<file path="config.mk">
export PLATFORM = sky130hd
export DESIGN_NAME = usb2_ulpi
export DESIGN_NICKNAME = d
export VERILOG_FILES = /design/src/rtl/usb2_pkg.sv /design/src/rtl/usb2_ulpi_rxcmd.sv /design/src/rtl/usb2_ulpi.sv
export SDC_FILE = /design/constraint.sdc
export NUM_CORES = 1
export LEC_CHECK = 0
export CELL_PAD_IN_SITES_DETAIL_PLACEMENT = 0
export CELL_PAD_IN_SITES_GLOBAL_PLACEMENT = 2
export CORE_MARGIN = 4
export CORE_UTILIZATION = 29
export DETAILED_ROUTE_END_ITERATION = 10
export HOLD_SLACK_MARGIN = 0.15
export PLACE_DENSITY = 0.81
export SYNTH_ARGS = -nofsm -noshare
export SYNTH_HDL_FRONTEND = slang
export SYNTH_SLANG_ARGS = --single-unit
</file>
<file path="constraint.sdc">
create_clock -name phy_clk -period 2.64 [get_ports phy_clk]
set_input_delay 0.66 -clock phy_clk [delete_from_list [all_inputs] [get_ports phy_clk]]
set_output_delay 0.66 -clock phy_clk [all_outputs]
set_load 0.05 [all_outputs]
</file>
<file path="src/rtl/usb2_pkg.sv">
// usb2_pkg: shared ULPI types and constants for the USB2 link
//   ulpi_state_t: ULPI bridge states; rx_event_t/rx_cmd_t: RX CMD fields
//   CMD_*: TX CMD prefixes; REG_*: ULPI register addresses
package usb2_pkg;
    typedef enum logic [3:0] {
        IDLE, TURN_RX, RX, TURN_TX, TX_DATA, TX_STP, REG_CMD, REG_DATA, REG_STP, ABORT
    } ulpi_state_t;
    typedef enum logic [1:0] {
        EV_NONE = 2'b00, EV_ACTIVE = 2'b01, EV_DISC = 2'b10, EV_ERR = 2'b11
    } rx_event_t;
    typedef struct packed {
        rx_event_t  ev;
        logic [1:0] vbus;
        logic [1:0] line;
    } rx_cmd_t;
    localparam logic [1:0] CMD_TX   = 2'b01;
    localparam logic [1:0] CMD_REGW = 2'b10;
    localparam logic [5:0] REG_FUNC_CTRL = 6'h04;
    localparam logic [5:0] REG_OTG_CTRL  = 6'h0A;
endpackage

</file>
<file path="src/rtl/usb2_ulpi_rxcmd.sv">
// usb2_ulpi_rxcmd: combinational RX CMD decode
//   data: low six bits of an RX CMD byte; cmd: line state, vbus state, RxEvent
module usb2_ulpi_rxcmd
    import usb2_pkg::*;
(
    input  logic [5:0] data,
    output rx_cmd_t    cmd
);
    assign cmd = rx_cmd_t'(data);
endmodule

</file>
<file path="src/rtl/usb2_ulpi.sv">
// usb2_ulpi: link-side ULPI 1.1 bridge between the PHY pins and the packet handler
//   phy_clk/reset: ULPI clock, sync active-high reset
//   ulpi_dir/nxt/data_in, ulpi_data_out/oe/stp: PHY bus
//   in_act/in_byte/in_latch: RX stream; out_byte/out_latch/out_stp/out_cts/out_nxt: TX stream
//   line_state/vbus_state/rx_err/host_disc/tx_abort: status
//   reg_wr/reg_addr/reg_data/reg_done/reg_fail: PHY register write
module usb2_ulpi
    import usb2_pkg::*;
#(
    parameter int TURN_CYC    = 1,
    parameter int REG_TIMEOUT = 255
) (
    input  logic       phy_clk,
    input  logic       reset,
    input  logic       ulpi_dir,
    input  logic       ulpi_nxt,
    input  logic [7:0] ulpi_data_in,
    output logic [7:0] ulpi_data_out,
    output logic       ulpi_data_oe,
    output logic       ulpi_stp,
    output logic       in_act,
    output logic [7:0] in_byte,
    output logic       in_latch,
    output logic       out_cts,
    output logic       out_nxt,
    input  logic [7:0] out_byte,
    input  logic       out_latch,
    input  logic       out_stp,
    output logic [1:0] line_state,
    output logic [1:0] vbus_state,
    output logic       rx_err,
    output logic       host_disc,
    output logic       tx_abort,
    input  logic       reg_wr,
    input  logic [5:0] reg_addr,
    input  logic [7:0] reg_data,
    output logic       reg_done,
    output logic       reg_fail
);
    ulpi_state_t state, state_nx;
    logic [15:0] cnt;
    logic        reg_pend;
    logic [5:0]  addr_q;
    logic [7:0]  data_q;
    rx_cmd_t     cmd;
    logic        rx_on, turn_done, timeout, reg_st, drive;

    usb2_ulpi_rxcmd u_rxcmd (.data(ulpi_data_in[5:0]), .cmd(cmd));

    assign rx_on     = (state == RX) && ulpi_dir;
    assign turn_done = cnt == 16'(TURN_CYC - 1);
    assign timeout   = cnt == 16'(REG_TIMEOUT - 1);
    assign reg_st    = state inside {REG_CMD, REG_DATA};

    // cnt measures time spent in the current state (turnaround and register timeout)
    always_ff @(posedge phy_clk) begin
        if (reset) begin
            state <= IDLE;
            cnt   <= '0;
        end else begin
            state <= state_nx;
            cnt   <= (state_nx != state) ? '0 : cnt + 16'd1;
        end
    end

    // A register request is remembered until IDLE gets to serve it
    always_ff @(posedge phy_clk) begin
        if (reset) begin
            reg_pend <= 1'b0;
            addr_q   <= '0;
            data_q   <= '0;
        end else begin
            reg_pend <= (reg_pend | reg_wr) & ~((state == IDLE) && (state_nx == REG_CMD));
            if (reg_wr) begin
                addr_q <= reg_addr;
                data_q <= reg_data;
            end
        end
    end

    always_comb begin
        state_nx = state;
        case (state)
            IDLE:     state_nx = ulpi_dir ? TURN_RX : out_latch ? TX_DATA : (reg_pend | reg_wr) ? REG_CMD : IDLE;
            TURN_RX:  state_nx = turn_done ? RX : TURN_RX;
            RX:       state_nx = ulpi_dir ? RX : TURN_TX;
            TURN_TX:  state_nx = turn_done ? IDLE : TURN_TX;
            TX_DATA:  state_nx = ulpi_dir ? ABORT : out_stp ? TX_STP : TX_DATA;
            TX_STP:   state_nx = IDLE;
            REG_CMD:  state_nx = ulpi_dir ? ABORT : ulpi_nxt ? REG_DATA : timeout ? IDLE : REG_CMD;
            REG_DATA: state_nx = ulpi_dir ? ABORT : ulpi_nxt ? REG_STP : timeout ? IDLE : REG_DATA;
            REG_STP:  state_nx = ulpi_dir ? ABORT : IDLE;
            ABORT:    state_nx = TURN_RX;
            default:  state_nx = IDLE;
        endcase
    end

    // The bus is released in the very cycle the PHY raises dir
    always_comb begin
        drive         = state inside {IDLE, TX_DATA, TX_STP, REG_CMD, REG_DATA, REG_STP};
        ulpi_data_oe  = drive & ~ulpi_dir & ~reset;
        ulpi_stp      = reset | ((state inside {TX_STP, REG_STP}) & ~ulpi_dir);
        ulpi_data_out = reset ? '0 : (state == TX_DATA) ? out_byte : (state == REG_CMD) ? {CMD_REGW, addr_q} :
                        (state == REG_DATA) ? data_q : '0;
        out_cts       = ~reset & (state == IDLE) & ~ulpi_dir & ~reg_pend;
        out_nxt       = ~reset & (state == TX_DATA) & ulpi_nxt & ~ulpi_dir;
        tx_abort      = ~reset & (state == TX_DATA) & ulpi_dir;
        reg_fail      = ~reset & ((reg_st & (ulpi_dir | (~ulpi_nxt & timeout))) | ((state == REG_STP) & ulpi_dir));
        reg_done      = ~reset & (state == REG_STP) & ~ulpi_dir;
    end

    always_ff @(posedge phy_clk) begin
        if (reset) begin
            in_act     <= 1'b0;
            in_byte    <= '0;
            in_latch   <= 1'b0;
            line_state <= '0;
            vbus_state <= '0;
            rx_err     <= 1'b0;
            host_disc  <= 1'b0;
        end else begin
            in_latch <= rx_on & ulpi_nxt;
            rx_err   <= rx_on & ~ulpi_nxt & (cmd.ev == EV_ERR);
            if (rx_on & ulpi_nxt) begin
                in_byte <= ulpi_data_in;
                in_act  <= 1'b1;
            end else if (rx_on) begin
                line_state <= cmd.line;
                vbus_state <= cmd.vbus;
                in_act     <= cmd.ev inside {EV_ACTIVE, EV_ERR};
                host_disc  <= cmd.ev == EV_DISC;
            end else if (state == RX) begin
                in_act <= 1'b0;
            end
        end
    end
endmodule

</file>
== Word level (Yosys, flattened, before mapping) ==
Index checks and enable logic that the tools add are counted.

* Eq/ne operators: 15
* Reduce and logical (&&, ||, !) cells: 11
* Mux-type cells: 23
* Bitwise logic cells: 30
* Add/sub/neg operators: 1

{| class="wikitable"
|+ Operator list
! operator !! count
|-
| 4-bit case mux with 9 select lines || 1
|-
| 8-bit two-way mux || 4
|-
| 1-bit AND || 20
|-
| 4-bit by 3-bit == test with 1-bit output, second input constant || 5
|-
| 4-bit two-way mux || 5
|-
| 3-bit two-way mux || 6
|-
| 16-bit by 1-bit adder with 16-bit output, second input constant || 1
|-
| 16-bit by 8-bit == test with 1-bit output, second input constant || 1
|-
| 16-bit zero test || 1
|-
| 4-bit by 2-bit == test with 1-bit output, second input constant || 2
|-
| 4-bit == test, second input constant || 2
|-
| 1-bit NOT || 6
|-
| 2-bit nonzero test || 3
|-
| 6-bit nonzero test || 1
|-
| 1-bit two-way mux || 5
|-
| 2-bit == test, second input constant || 2
|-
| 4-bit by 1-bit == test with 1-bit output, second input constant || 1
|-
| 4-bit zero test || 1
|-
| 2-bit two-way mux || 2
|-
| 4-bit inequality test || 1
|-
| 1-bit bitwise OR || 4
|-
| 3-bit nonzero test || 1
|-
| 2-bit by 1-bit == test with 1-bit output, second input constant || 1
|-
| 1-bit logical AND || 2
|-
| other kinds (2) || 2
|}

* Word-level logic and storage cells: 92
* Register bits after elaboration: 51
* Bits of input ports: 37

== Logic depth before layout (Yosys ltp) ==
Gate-level depths: netlist of run 1.

* Word-level depth: 9
* Depth in mapped cells: 8
* Mapped depth without buffers: 7

== Hierarchy ==
Synthesis of run 1 repeated with hierarchy kept, for this count alone.

* Cell total of the unflattened synthesis: 334
* Area total of the unflattened synthesis: 2722.6 um^2

{| class="wikitable"
|+ Modules (own cells, without submodules)
! module !! area each (um^2) !! sequential area each (um^2) !! cells an instance !! times used
|-
| usb2_ulpi || 2677.6 || 1021.0 || 328 || 1
|-
| usb2_ulpi_rxcmd || 45.0 || 0.0 || 6 || 1
|}

== Worst setup path before layout of run 1 ==
OpenSTA, ideal clock, no wires.

* Path type: input -> output
* Start: in ulpi_dir
* End: out reg_done
* Slack: -728 ps
* Stages on the path: 3
* Arrival: 2708 ps
* Path through: clkbuf_1 clkbuf_1 nor4b_1

* Cells in the longest elaborated chain, start to end: 2

{| class="wikitable"
|+ Ends and longest elaborated chain
! element !! RTL line !! source
|-
| start: declaration || usb2_ulpi.sv:15 || <nowiki>input logic ulpi_dir,</nowiki>
|-
| 1-bit NOT || usb2_ulpi.sv:109 || <nowiki>reg_done = ~reset & (state == REG_STP) & ~ulpi_dir;</nowiki>
|-
| 1-bit AND || usb2_ulpi.sv:109 ||
|-
| end: declaration || usb2_ulpi.sv:37 || <nowiki>output logic reg_done,</nowiki>
|}

No other way between the ends.

== Worst setup path in the final report of run 1 ==
* Start: reg cnt[14]
* End: out reg_fail

* Cells in the longest elaborated chain, start to end: 6

{| class="wikitable"
|+ Ends and longest elaborated chain
! element !! RTL line !! source
|-
| start: declaration || usb2_ulpi.sv:41 || <nowiki>logic [15:0] cnt;</nowiki>
|-
| start signal: assignment || usb2_ulpi.sv:62 || <nowiki>cnt <= (state_nx != state) ? '0 : cnt + 16'd1;</nowiki>
|-
| 16-bit by 8-bit == test with 1-bit output || usb2_ulpi.sv:52 || <nowiki>assign timeout = cnt == 16'(REG_TIMEOUT - 1);</nowiki>
|-
| 1-bit AND || usb2_ulpi.sv:108 || <nowiki>reg_fail = ~reset & ((reg_st & (ulpi_dir | (~ulpi_nxt & timeout))) | ((state == REG_STP) & ulpi_dir));</nowiki>
|-
| 1-bit bitwise OR || usb2_ulpi.sv:108 ||
|-
| 1-bit AND || usb2_ulpi.sv:108 ||
|-
| 1-bit bitwise OR || usb2_ulpi.sv:108 ||
|-
| 1-bit AND || usb2_ulpi.sv:108 ||
|-
| end: declaration || usb2_ulpi.sv:38 || <nowiki>output logic reg_fail</nowiki>
|}

No other way between the ends.

==> flow_summary.json, run 1 <==
{
  "synth-main-ff-cell": "dfxtp_1",
  "tightestPinTransition_ns": 0.535,
  "post-route-drc-count": 0,
  "async_flop_share_pct": 0,
  "crit_path_cell_trace": "or4_4 > nor4_4 > a21oi_2 > nor3_4 > buf_12",
  "routed_wl_um": 7570,
  "rsz0062_at_grt": "yes",
  "nets": 440,
  "p_total_mw": 2.53,
  "via_count": 2555,
  "antenna_found_initial": 0,
  "initial_core_util_pct": 30.2,
  "rr_startpoint": "cnt[14]",
  "grt_overflow_total": 0,
  "drt-pass1-iter-count": 4,
  "cpPeakStageDelay_ns": 0.58,
  "via_per_inst": 4.82,
  "core_area_um2": 9330,
  "slowest_stage": "or4_4",
  "path_clk_slew_ns": 0.11,
  "worstPathMaxFanout": 3,
  "clkSinkCount": 51,
  "critical_path_class": "register to output pin",
  "r2r_cells": 6,
  "slew_headroom_pct": 64.2,
  "hold_start": "addr_q[0]",
  "crit_end": "reg_fail",
  "synth_fp_nets": 361,
  "place_ws_ns": -0.0723,
  "ys_seq_area_share_pct": 36.3,
  "synth_seq_cells": 51,
  "reg2reg_slack_ns": 0.36,
  "powerDensity_nw_per_um2": 619,
  "fmax_mhz": 369,
  "synth_edf_count": 0,
  "cts_buffers": 5,
  "ir_worst_vdd_mv": 0.217,
  "syn2layout_area_growth_pct": 45.3,
  "io_pins": 68,
  "die_x_um": 107,
  "worst_slack_ns": -0.0704,
  "synth_common_cells": "nor2_1, dfxtp_1, mux2i_1",
  "final_area_um2": 4090,
  "placed_cell_area_um2": 3930,
  "yosys_warnings": 0,
  "worstSetupStartpoint": "cnt[14]",
  "grt_max_degree": 24,
  "holdCritPathClass": "register to register",
  "min_period_over_period_pct": 103,
  "synth_top_area_share_pct": 36.3,
  "period_needed_ns": 2.71,
  "violations": "setup timing",
  "clock_latency_ns": 0.30,
  "finalMaxSlewViolations": 0,
  "grt_util_all_layers_pct": 13.8,
  "root_buffer": "clkbuf_8",
  "ctsHtreeMaxLevel": 2,
  "avgSynthCellArea_um2": 8.77,
  "drive_above_1_share_pct": 21.9,
  "r2r-end": "cnt[2]",
  "finalHoldViolations": 0,
  "skew_ns": 0.00803,
  "grt_pass1_wl_um": 12700,
  "antenna_cells": 0,
  "cp-end-kind": "output pin",
  "wl_per_cell_um": 14.3,
  "status": "finished with violations",
  "grtUsageMet3_pct": 2.31,
  "drv_cap": 0,
  "die-area_um2": 11300,
  "synth_most_common_cell": "nor2_1",
  "setup_viol": 1,
  "yosysTopAreaCell": "dfxtp_1",
  "cp_num_buf_inv": 1,
  "io_buffer_count": 67,
  "netlist-cell-type-count": 58,
  "whs_ns": 0.504,
  "syn-cell-area_um2": 2810,
  "drt_iter0_drc": 123,
  "crit_family": "simple AND/OR/NAND/NOR gates",
  "start_kind": "register",
  "use_met2_pct": 21.2,
  "num_rows": 35,
  "required_ns": 1.98,
  "ys_top_cells_by_area": "dfxtp_1, mux2i_1, nor2_1",
  "grt-busiest-layer": "met2",
  "leakage_nw": 1.59,
  "critPathArrivalTime_ns": 2.05,
  "use_met1_pct": 19.7,
  "holdBufCountCts": 0,
  "grt_pass1_vias": 2459,
  "ant_nets": 0,
  "cts_tree": "built",
  "syn-instance-count": 321,
  "die_h_um": 107,
  "place_congestion": 0.765,
  "dp_hpwl_um": 5630,
  "worst-path-stages": 5,
  "clk_path_buf_depth": 2
}
state kept, by name, summed over array words and instances, names as in the netlist, 2 cells and up:
register and count:
addr_q 6, cnt 16, data_q 8, in_byte 8
line_state 2, state 4, vbus_state 2
tightest hold or removal path, stage by stage, from the launching register on:
cell	delay [ns]
dfxtp_1	0.34
mux2i_1	0.06
nor2_1	0.07
cells in the final DEF (no fill, tap or decap), types with 2 or more instances in the layout:
cell             netlist  final
or4_4                  2      2
buf_12                 0     18
a21o_1                 2      2
dfxtp_1               51     48
clkinv_4               0      2
nor3b_1                2      2
xor2_1                10     10
nor4_4                 2      4
dfxtp_2                0      3
nand2b_1               4      4
nor2b_1                2      2
nor3_2                 0      2
nor3_1                16     13
mux2i_1               29     29
a21oi_1               18     17
nor2_1                54     54
nand4_1                5      5
or2_2                  2      2
nand2_1               15     15
dlymetal6s2s_1         0      2
xnor2_1                5      5
nor4_1                 8      6
clkbuf_8               1      5
buf_4                  0     25
or4b_4                 2      2
clkdlybuf4s50_1        0     49
inv_1                 12     12
ha_1                   3      3
nor4_2                10     10
nand3_1               11     11
or2_1                  2      2
metrics by stage:
| step | util (%) | setup TNS [ns] | instances |
|---|---|---|---|
| 6_report | 43.8 | -0.0704 | 530 |
| 3_3_place_gp | 42.1 | -0.0269 | 519 |
| 3_5_place_dp | 42.1 | -0.428 | 519 |
| 5_1_grt | 43.8 | -0.143 | 530 |
| 4_1_cts | 43.3 | -0.0938 | 528 |
| 2_1_floorplan | - | -1.95 | 321 |
cells by family (layout without fill, tap and decap cells):
family,Yosys count,after routing,synth area share [%]
buffers and inverters,36,116,6.49
DFF,51,51,36.3
muxes,29,29,10.3
AOI/OAI and AO/OA,39,39,10.2
xor gates and xnor gates,15,15,4.67
and+or+nand+nor,148,148,30.7
adders and majority gates,3,3,1.33
where the power goes:
part / leakage, nW / total, mW / switching [mW] / internal [mW]
Sequential: 0.416 / 0.854 / 0.0369 / 0.818
Combinational: 1.12 / 1.19 / 0.678 / 0.510
Clock: 0.0502 / 0.487 / 0.290 / 0.197
Total: 1.59 / 2.53 / 1.00 / 1.53
timing repair:
action | CTS | global route
setup endpoints to repair | 1 | 4
cloned | 0 | 0
pin swaps | 3 | 0
buffers inserted | 1 | 2
resized for setup | 4 | 6
hold endpoints to repair | 0 | 0
layout make-up:
cell class	instances	area, µm²
Multi-Input combinational cell	234	1680
Timing Repair Buffer	96	1080
Clock inverter	3	28.8
Tap cell	129	161
Clock buffer	5	68.8
Sequential cell	51	1020
Fill cell	954	5240
Inverter	12	45.0
worst min-delay path by stage:
stage                       endpoint  slack, ns  depth (start not counted)
after floorplan            data_q[6]       0.46                          2
after global placement     host_disc       0.47                          2
after detailed placement   addr_q[0]       0.48                          2
after CTS                  addr_q[0]       0.51                          2
after global routing      in_byte[1]       0.54                          2
final                      addr_q[0]       0.50                          2
per-layer routing:
layer	part of all wire, %	vias to the layer above
li1	-	1299
met1	49	1200
met2	46	52
met3	4.3	4
met4	1.0	0
met5	0	-
Power figures use the tool's default switching activity.
==> run 2: changes to the inputs <==
Settings changed: CORE_UTILIZATION 29 to 26, PLACE_DENSITY 0.81 to 0.77.
Clock period 2.64 ns to 2.4 ns, I/O delays scaled along.
==> run 2 against run 1 <==
The flow still finishes with violations (setup timing). Clock power up 8.0%. Register-to-register slack worse by 0.37 ns. Sequential power up 9.5%. Sequential share of layout area down 1.7 points. First-iteration DRC count down 11%. Total power up 22%. Critical path depth unchanged. Non-clock buffer count up 18. Routed wire length up 14%. Core utilization down 1.7 points. Largest power group unchanged.
==> flow_summary.json, run 2 (same netlist as run 1, synthesis figures left out) <==
{
  "critPathArrivalTime_ns": 2.01,
  "io_buffer_count": 67,
  "grt_util_all_layers_pct": 13.6,
  "grt_overflow_total": 0,
  "period_needed_ns": 2.61,
  "via_per_inst": 4.82,
  "post-route-drc-count": 0,
  "antenna_cells": 0,
  "antenna_found_initial": 0,
  "powerDensity_nw_per_um2": 701,
  "holdBufCountCts": 0,
  "reg2reg_slack_ns": -0.01,
  "setup_viol": 8,
  "place_congestion": 0.789,
  "ant_nets": 0,
  "routed_wl_um": 8630,
  "initial_core_util_pct": 27.0,
  "cts_buffers": 5,
  "drt-pass1-iter-count": 4,
  "nets": 458,
  "start_kind": "register",
  "crit_path_cell_trace": "or4_4 > nor4_4 > a21oi_2 > nor3_4 > buf_12",
  "core_area_um2": 10400,
  "finish.utilization_pct": 42.1,
  "cts_tree": "built",
  "fmax_mhz": 384,
  "drive_above_1_share_pct": 28.5,
  "clock_latency_ns": 0.30,
  "rsz0062_at_grt": "yes",
  "wl_per_cell_um": 15.6,
  "final_cell_mix": "nor2_1, dfxtp_1, clkdlybuf4s50_1, buf_4, mux2i_1",
  "finalMaxSlewViolations": 0,
  "worstPathMaxFanout": 2,
  "worst_slack_ns": -0.207,
  "grt_max_degree": 29,
  "root_buffer": "clkbuf_8",
  "drt_iter0_drc": 109,
  "io_pins": 68,
  "required_ns": 1.80,
  "skew_ns": 0.00605,
  "place_ws_ns": -0.225,
  "path_clk_slew_ns": 0.10,
  "dp_hpwl_um": 6130,
  "syn2layout_area_growth_pct": 55.9,
  "top_regs": "cnt (16), data_q (8), in_byte (8)",
  "grt_pass1_vias": 2775,
  "die_h_um": 112,
  "num_rows": 37,
  "slew_headroom_pct": 64.5,
  "leakage_nw": 1.68,
  "cp-end-kind": "output pin",
  "critical_path_class": "register to output pin",
  "final_common_cell": "nor2_1",
  "status": "finished with violations",
  "clkSinkCount": 51,
  "cpPeakStageDelay_ns": 0.55,
  "largest_register": "cnt",
  "ir_worst_vdd_mv": 0.285,
  "die_x_um": 112,
  "slowest_stage": "or4_4",
  "clk_path_buf_depth": 2,
  "finalHoldViolations": 0,
  "ctsHtreeMaxLevel": 2,
  "die-area_um2": 12600,
  "nFillCells": 1053,
  "violations": "setup timing",
  "tightestPinTransition_ns": 0.531,
  "holdCritPathClass": "register to register",
  "via_count": 2669,
  "largest_register_ff_count": 16,
  "grt_pass1_wl_um": 14200,
  "min_period_over_period_pct": 109,
  "drv_cap": 0
}
[run 2: changes by cell type in the layout (fill, tap and decap cells not counted), moves of 4 or more]
cell    delta
nor4_2     -4
nor3_1     -7
nor4_1     -4
nor4_4     +8
nor3_2     +7
buf_4     +16
[run 2: worst paths after layout]
kind	endpoint	startpoint	cells past startpoint
max	reg_fail	cnt[9]	5
min	host_disc	host_disc	2
max reg2reg	cnt[4]	cnt[9]	8
min reg2reg	host_disc	host_disc	2
[run 2: final cells by class]
class                   count  area (µm²)  share of cell area, %
well taps                 136         170                   3.88
flip-flops and latches     51        1020                   23.3
clock inverters             1        8.76                  0.200
repair buffers            114        1220                   27.8
inverters                  12        45.0                   1.03
clock buffers               6        82.6                   1.88
multi-input cells         234        1840                   41.9
[run 2: per-layer routing]
| layer | track usage (%) | share of wire [%] |
|---|---|---|
| met5 | 0 | 0 |
| met4 | 3.37 | 1.1 |
| met3 | 2.59 | 3.8 |
| met2 | 24.0 | 51 |
| met1 | 17.1 | 44 |
[run 2: worst max-delay path: cells and delay by family, from the launching register on]
family	cells	cell delay [ns]
and+or+nand+nor	3	1.09
DFF	1	0.32
buffers and inverters	1	0.16
AOI/OAI and AO/OA	1	0.12
[run 2: timing repair]
action,4_1_cts,5_1_grt
resized for setup,13,24
pin swaps,1,3
endpoints found under the setup margin,13,24
setup buffers,2,3
cloned,1,1
[run 2: per-stage QoR]
stage,hold WS [ns],instances,cell area (µm²),power (mW),setup TNS [ns]
after global placement,0.473,540,4030,2.30,-2.43
after floorplan,0.460,321,2850,1.83,-3.07
after global routing,0.516,554,4390,3.26,-1.16
final,0.497,554,4390,3.08,-0.239
after detailed placement,0.479,540,4030,2.31,-3.60
after CTS,0.504,550,4190,2.88,-0.265
[run 2: report_power, final]
part	internal, mW	leakage (nW)	switching, mW	total (mW)
Sequential	0.900	0.416	0.0349	0.935
Combinational	0.690	1.22	0.925	1.62
Clock	0.233	0.0477	0.293	0.526
Total	1.82	1.68	1.25	3.08
==> run 3: changes to the inputs <==
Settings changed: CTS_CLUSTER_SIZE set to 8, SKIP_LAST_GASP set to 1.
==> run 3 against run 2 <==
The run still ends with setup timing left. Sequential power about the same. Clock skew about the same. Core utilization about the same. Non-clock buffer count unchanged. Hold slack about the same. Flip-flop and latch count unchanged. First-iteration DRC count up 21%. Critical path depth unchanged. Routed wire length up 0.24%. Critical path type unchanged. Worst setup slack better by 0.00056 ns. Count of clock-buffer cells in the layout unchanged.
==> flow_summary.json, run 3 (same netlist as run 1, synthesis figures left out) <==
{
  "worst_slack_ns": -0.207,
  "clkSinkCount": 51,
  "grt_pass1_wl_um": 14200,
  "post-route-drc-count": 0,
  "cts_tree": "built",
  "leakage_nw": 1.68,
  "critical_path_class": "register to output pin",
  "finalMaxSlewViolations": 0,
  "grt_util_all_layers_pct": 13.6,
  "powerDensity_nw_per_um2": 702,
  "finalHoldViolations": 0,
  "die-area_um2": 12600,
  "largest_register": "cnt",
  "critPathArrivalTime_ns": 2.01,
  "whs_ns": 0.497,
  "via_count": 2666,
  "grt_max_degree": 29,
  "routed_wl_um": 8650,
  "violations": "setup timing",
  "num_rows": 37,
  "holdCritPathClass": "register to register",
  "root_buffer": "clkbuf_8",
  "dp_hpwl_um": 6130,
  "ant_nets": 0,
  "antenna_found_initial": 0,
  "clock_latency_ns": 0.30,
  "io_buffer_count": 67,
  "core_area_um2": 10400,
  "nets": 458,
  "io_pins": 68,
  "wl_per_cell_um": 15.6,
  "start_kind": "register",
  "die_x_um": 112,
  "tightestPinTransition_ns": 0.531,
  "skew_ns": 0.00578,
  "reg2reg_slack_ns": 0,
  "drt-pass1-iter-count": 4,
  "ctsHtreeMaxLevel": 2,
  "setup_viol": 4,
  "clk_path_buf_depth": 2,
  "holdBufCountCts": 0,
  "final_cells": 554,
  "largest_register_ff_count": 16,
  "final_cell_mix": "nor2_1, dfxtp_1, clkdlybuf4s50_1, buf_4, mux2i_1",
  "fmax_mhz": 384,
  "die_h_um": 112,
  "grt_pass1_vias": 2781,
  "numPlacedInstances": 540,
  "antenna_cells": 0,
  "period_needed_ns": 2.61,
  "worstPathMaxFanout": 2,
  "min_period_over_period_pct": 109,
  "path_clk_slew_ns": 0.10,
  "required_ns": 1.80,
  "ir_worst_vdd_mv": 0.286,
  "rsz0062_at_grt": "yes",
  "via_per_inst": 4.81,
  "grt_overflow_total": 0,
  "syn2layout_area_growth_pct": 56.1,
  "slew_headroom_pct": 64.5,
  "drt_iter0_drc": 132,
  "drive_above_1_share_pct": 28.5,
  "cts_buffers": 5,
  "top_regs": "cnt (16), data_q (8), in_byte (8)",
  "final_common_cell": "nor2_1",
  "status": "finished with violations",
  "drv_cap": 0,
  "p_total_mw": 3.08,
  "place_congestion": 0.789,
  "initial_core_util_pct": 27.0,
  "cp-end-kind": "output pin"
}
==> run 3: cell counts in the layout (fill, tap and decap cells not counted) <==
Identical to the previous run, type by type.
==> run 3: what timing repair did <==
action	4_1_cts	5_1_grt
gates resized for setup	11	26
endpoints found under the setup margin	13	26
pin swaps	1	3
setup buffers	2	3
gates cloned	1	1
==> run 3: stage by stage <==
stage	util [%]	worst slack, ns	TNS [ns]	area (µm²)
floorplan	-	-0.409	-3.07	2850
detailed placement	38.7	-0.225	-3.60	4030
finish	42.2	-0.207	-0.213	4390
global route	42.2	-0.293	-1.17	4390
CTS	40.1	-0.262	-0.270	4180
global placement	38.7	-0.152	-2.43	4030
==> run 3: path summary, 6_finish.rpt <==
path              cells after the start         to  startpoint
setup reg to reg                      8     cnt[6]      cnt[9]
hold / removal                        2  host_disc   host_disc
setup / recovery                      5   reg_fail      cnt[9]
hold reg to reg                       2  host_disc   host_disc
==> run 3: metal layers <==
layer	global-route usage, %	routed length (µm)
met3	2.59	341
met1	17.1	3790
met5	0	0
met4	3.61	108
met2	23.9	4410
==> run 3: area by class of cell <==
class / count / area (µm²)
Sequential cell: 51 / 1020
Inverter: 12 / 45.0
Clock buffer: 6 / 82.6
Clock inverter: 1 / 8.76
Tap cell: 136 / 170
Multi-Input combinational cell: 234 / 1840
Timing Repair Buffer: 114 / 1220
Fill cell: 1053 / 6020
==> run 3: report_power, final <==
part	internal [mW]	switching (mW)	leakage (nW)
combinational	0.691	0.930	1.22
clock	0.233	0.294	0.0477
sequential	0.900	0.0349	0.415
==> run 3: worst max-delay path, cell delays in order (launching register included) <==
cell and delay, ns:
dfxtp_1 0.32, or4_4 0.55, nor4_4 0.38, a21oi_2 0.12, nor3_4 0.16, buf_12 0.16
